### config.mk
export PLATFORM = sky130hd
export DESIGN_NAME = prog_sequencer
export DESIGN_NICKNAME = d
export VERILOG_FILES = /design/src/rtl/prog_sequencer.sv
export SDC_FILE = /design/constraint.sdc
export NUM_CORES = 1
export LEC_CHECK = 0
export CAP_MARGIN = 30
export CORE_MARGIN = 5
export CORE_UTILIZATION = 47
export DETAILED_ROUTE_END_ITERATION = 10
export GPL_ROUTABILITY_DRIVEN = 0
export MAX_ROUTING_LAYER = met4
export PLACE_DENSITY = 0.85
export REMOVE_ABC_BUFFERS = 1
export SYNTH_ARGS = -nofsm -noshare
export SYNTH_HDL_FRONTEND = slang
export SYNTH_SLANG_ARGS = --single-unit
### constraint.sdc
create_clock -name clk -period 1.8 [get_ports clk]
set_input_delay 0.36 -clock clk [delete_from_list [all_inputs] [get_ports clk]]
set_output_delay 0.36 -clock clk [all_outputs]
set_load 0.02 [all_outputs]
### src/rtl/prog_sequencer.sv
// prog_sequencer: launch/ack handshake sequencer for a processor core (PROG_SEQ_TIMEOUT_EN adds a WAIT timeout)
module prog_sequencer #(
  parameter int INIT_CYCLES = 2,
  parameter int CNT_W = 16,
  parameter int TIMEOUT = 16'hFFFF
)(
  input  logic             clk,
  input  logic             init,
  input  logic             start,
  input  logic             abort,
  output logic             core_init,
  output logic             core_req,
  input  logic             core_ack,
  output logic             busy,
  output logic             done,
  output logic             timed_out,
  output logic [CNT_W-1:0] cycles,
  output logic [7:0]       run_cnt
);
  typedef enum logic [2:0] {S_IDLE, S_INIT, S_REQ, S_WAIT, S_DONE} state_t;
  state_t state, next_state;
  logic [7:0] init_cnt, init_cnt_d, run_cnt_d;
  logic [CNT_W-1:0] cycles_d, cyc_inc;
  logic core_init_d, core_req_d, busy_d, done_d, timed_out_d, to_hit;
`ifdef PROG_SEQ_TIMEOUT_EN
  localparam logic [CNT_W-1:0] TO_LIM = CNT_W'(TIMEOUT);
  assign to_hit = cycles == TO_LIM;
`else
  assign to_hit = 1'b0;
`endif
  assign cyc_inc = &cycles ? cycles : cycles + CNT_W'(1);
  // state register; every output is a flop loaded from its next value
  always_ff @(posedge clk)
    if (init) begin
      state     <= S_IDLE;
      core_init <= 1'b0;
      core_req  <= 1'b0;
      busy      <= 1'b0;
      done      <= 1'b0;
      timed_out <= 1'b0;
      cycles    <= '0;
      run_cnt   <= '0;
      init_cnt  <= '0;
    end else begin
      state     <= next_state;
      core_init <= core_init_d;
      core_req  <= core_req_d;
      busy      <= busy_d;
      done      <= done_d;
      timed_out <= timed_out_d;
      cycles    <= cycles_d;
      run_cnt   <= run_cnt_d;
      init_cnt  <= init_cnt_d;
    end
  // next state: abort beats everything; INIT holds on a stale ack once the counter is spent
  always_comb begin
    next_state = state;
    if (abort)
      next_state = S_IDLE;
    else
      case (state)
        S_IDLE, S_DONE: next_state = start ? S_INIT : state;
        S_INIT:         next_state = (init_cnt <= 8'd1 && !core_ack) ? S_REQ : S_INIT;
        S_REQ:          next_state = S_WAIT;
        S_WAIT:         next_state = (core_ack || to_hit) ? S_DONE : S_WAIT;
        default:        next_state = S_IDLE;
      endcase
  end
  // next output values; cycles counts from the req cycle (1) and freezes on DONE entry
  always_comb begin
    core_init_d = next_state == S_INIT;
    core_req_d  = next_state == S_REQ;
    busy_d      = next_state == S_INIT || next_state == S_REQ || next_state == S_WAIT;
    done_d      = next_state == S_DONE;
    init_cnt_d  = (state != S_INIT && next_state == S_INIT) ? 8'(INIT_CYCLES) :
                  (state == S_INIT && init_cnt != 8'd0) ? init_cnt - 8'd1 : init_cnt;
    cycles_d    = next_state == S_REQ ? CNT_W'(1) : next_state == S_WAIT ? cyc_inc :
                  next_state == S_DONE ? cycles : '0;
    run_cnt_d   = (state == S_WAIT && next_state == S_DONE) ? run_cnt + 8'd1 : run_cnt;
    timed_out_d = (state == S_WAIT && next_state == S_DONE) ? !core_ack :
                  next_state == S_DONE ? timed_out : 1'b0;
  end
endmodule

==> flow_metrics.py <==
metrics = {
    "clocking": {
        "htree_levels": 2,
        "clock_latency_ps": 290,
        "cts_sinks": 40,
        "cts_root_buffer": "clkbuf_8",
        "cts_tree": "done",
        "clk_pin_slew_ps": 70,
        "cts_buffers": 5,
        "cts_hold_buf": 0,
        "cts.path.max_buffers": 2,
    },
    "global_routing": {
        "grt_pass1_wl_um": 8070,
        "grt_pass1_vias": 1907,
        "antenna_found_initial": 0,
        "grt_use_total_pct": 18.9,
        "grt_max_degree": 13,
        "grtUsageMet1_pct": 19.8,
        "grt.overflow.total": 0,
        "grt_busiest_layer": "met2",
        "grtUsageMet2_pct": 33.9,
        "grt_use_met3_pct": 4.35,
    },
    "setup_path": {
        "path_buf_inv": 0,
        "cp_slowest_cell": "or4_4",
        "r2r_slack_ps": 40,
        "worstSetupPathType": "register to register",
        "cp_top_family": "simple AND/OR/NAND/NOR gates",
        "cp.required_ps": 2040,
        "reg2reg_depth": 5,
        "critPathCaptureType": "register",
        "cp_cell_sequence": "or3_4 > or4_4 > o31a_1 > nor2_2 > and2b_1",
        "crit_cells": 5,
        "worstPathMaxFanout": 2,
        "worstPathArrival_ps": 1990,
        "cp-start-kind": "register",
        "critPathMaxStageDelay_ps": 520,
    },
    "power": {
        "switching_power_mw": 0.390,
        "power_density_nw_per_um2": 581,
        "seq_power_share_pct": 53.8,
        "p_int_mw": 1.29,
        "pwr-share-clk_pct": 36.4,
        "power.leakage_nw": 1.12,
        "vdd_drop_max_uv": 529,
        "p_sw_share_pct": 23.2,
        "p_comb_share_pct": 9.7,
    },
    "sta": {
        "hold_viol": 0,
        "worstMarginPinSlew_ps": 516,
        "grt_setup_unrepaired": "true",
        "min_period_ps": 1760,
        "slew_headroom_pct": 65.3,
        "setup-violations-final": 0,
        "drv_slew": 0,
        "fmax_mhz": 569,
        "fin_skew_ps": 3.74,
        "hold_ws_ps": 490,
        "min_period_over_period_pct": 97.6,
    },
    "synthesis": {
        "synth_top_area_cell": "dfxtp_1",
        "synth.most_common_cell": "dfxtp_1",
        "synth_edf_count": 0,
        "synth-warning-count": 0,
        "synthArstFlopShare_pct": 0,
        "synth_cell_type_count": 50,
        "yosysSeqAreaShare_pct": 40.0,
        "synth.avg_cell_area_um2": 8.64,
        "synth_seq_cells": 40,
        "synthTopCellsByCount": "40 x dfxtp_1, 37 x nor2_1, 14 x nand3_1, 14 x xnor2_1",
        "synth_top_cells_by_area": "dfxtp_1 40%, nor2_1 6.9%, xnor2_1 6.1%, a211oi_1 4.9%, xor2_1 4.4%",
        "synthDominantCellAreaShare_pct": 40.0,
        "ys.flop_type": "dfxtp_1",
        "syn_inst": 232,
        "syn_area_um2": 2000,
    },
    "min_path": {
        "hold_path_depth": 2,
        "hp-class": "register to register",
    },
    "place": {
        "dp_hpwl_um": 3680,
        "dp.cells": 348,
        "port_buffers": 33,
    },
    "run": {
        "cap_violations": 0,
    },
    "floorplanning": {
        "io_pins": 34,
        "start_util_pct": 49.4,
        "die-area_um2": 5670,
        "fp.dieW_um": 75.3,
        "num_rows": 23,
        "coreArea_um2": 4060,
        "dieHeight_um": 75.3,
    },
    "finish": {
        "drive_gt1_share_pct": 26.7,
        "final_util_pct": 71.3,
        "final_cells": 361,
        "syn_to_final_growth_pct": 44.3,
        "final_nets": 320,
        "insertedDiodeCount": 0,
    },
    "routing": {
        "drt-initial-drc-count": 101,
        "vias": 1931,
        "routed_wl_um": 5000,
        "drc": 0,
        "ant_nets": 0,
        "via_per_inst": 5.35,
        "first_pass_iters": 4,
        "wl_per_cell_um": 13.8,
    },
    "outcome": {
        "outcome": "finished, final reports clean",
    },
}
[state kept, by name, indices dropped and copies added (netlist names)]
signal / count
timed_out: 1
done: 1
run_cnt: 8
core_init: 1
state: 3
core_req: 1
cycles: 16
busy: 1
init_cnt: 8
[cell usage in the layout (no fill, tap or decap), types with 7 or more instances in the layout]
| master | synthesis | routed |
|---|---|---|
| a211oi_1 | 13 | 12 |
| a21oi_1 | 7 | 7 |
| buf_4 | 0 | 44 |
| clkdlybuf4s50_1 | 0 | 29 |
| dfxtp_1 | 40 | 33 |
| dfxtp_2 | 0 | 7 |
| nand2_1 | 13 | 13 |
| nand3_1 | 14 | 14 |
| nand4_1 | 7 | 7 |
| nor2_1 | 37 | 37 |
| xnor2_1 | 14 | 14 |
| xor2_1 | 10 | 10 |
[tightest hold or removal path, stage by stage (launching register included)]
cell     delay [ps]
dfxtp_2         340
nand2_1          60
a21oi_1          60
[path summary, 6_finish.rpt]
check | startpoint | end
setup / recovery | init_cnt[4] | state[1]
hold / removal | init_cnt[3] | init_cnt[3]
setup reg to reg | init_cnt[4] | state[1]
hold reg to reg | init_cnt[3] | init_cnt[3]
[power groups by stage]
stage               logic [mW]  registers [mW]  clock network (mW)
floorplan               0.0703           0.929                   0
global placement         0.146           0.923                   0
detailed placement       0.150           0.924                   0
CTS                      0.151           0.903               0.625
global route             0.180           0.905               0.679
finish                   0.164           0.904               0.612
[per-layer routing]
| layer | part of all wire, % | vias up |
|---|---|---|
| met4 | 2.3 | 0 |
| met1 | 40 | 900 |
| met3 | 4.6 | 11 |
| met5 | 0 | - |
| li1 | - | 978 |
| met2 | 53 | 42 |
[layout make-up]
type                    instances  area [µm²]
clock buffers                   8        90.1
fillers                       312        1170
inverters                       7        26.3
multi-input cells             176        1200
flip-flops and latches         40         810
well taps                      50        62.6
repair buffers                 80         704
[metrics by stage]
stage	setup TNS (ps)	area (µm²)	total power, mW	setup WS [ps]
3_5_place_dp	-6170	2670	1.07	-354
2_1_floorplan	-4760	1960	0.999	-450
6_report	0	2890	1.68	43.3
3_3_place_gp	-5540	2670	1.07	-305
4_1_cts	0	2780	1.68	0.769
5_1_grt	-179	2890	1.76	-47.9
[timing repair]
item	in CTS	in global routing
gates resized for setup	2	25
pin swaps	1	7
setup endpoints to repair	4	22
cloned	0	0
setup buffers	2	3
[cells by family after synthesis]
family	Yosys count	share of synthesized area, %
AOI/OAI and AO/OA	38	13.9
xor gates and xnor gates	24	10.5
adders and majority gates	5	3.12
buffers and inverters	16	3.56
DFF	40	40.0
muxes	1	0.499
and+or+nand+nor	108	28.5
Note: power is estimated with default switching activity, not from simulation.
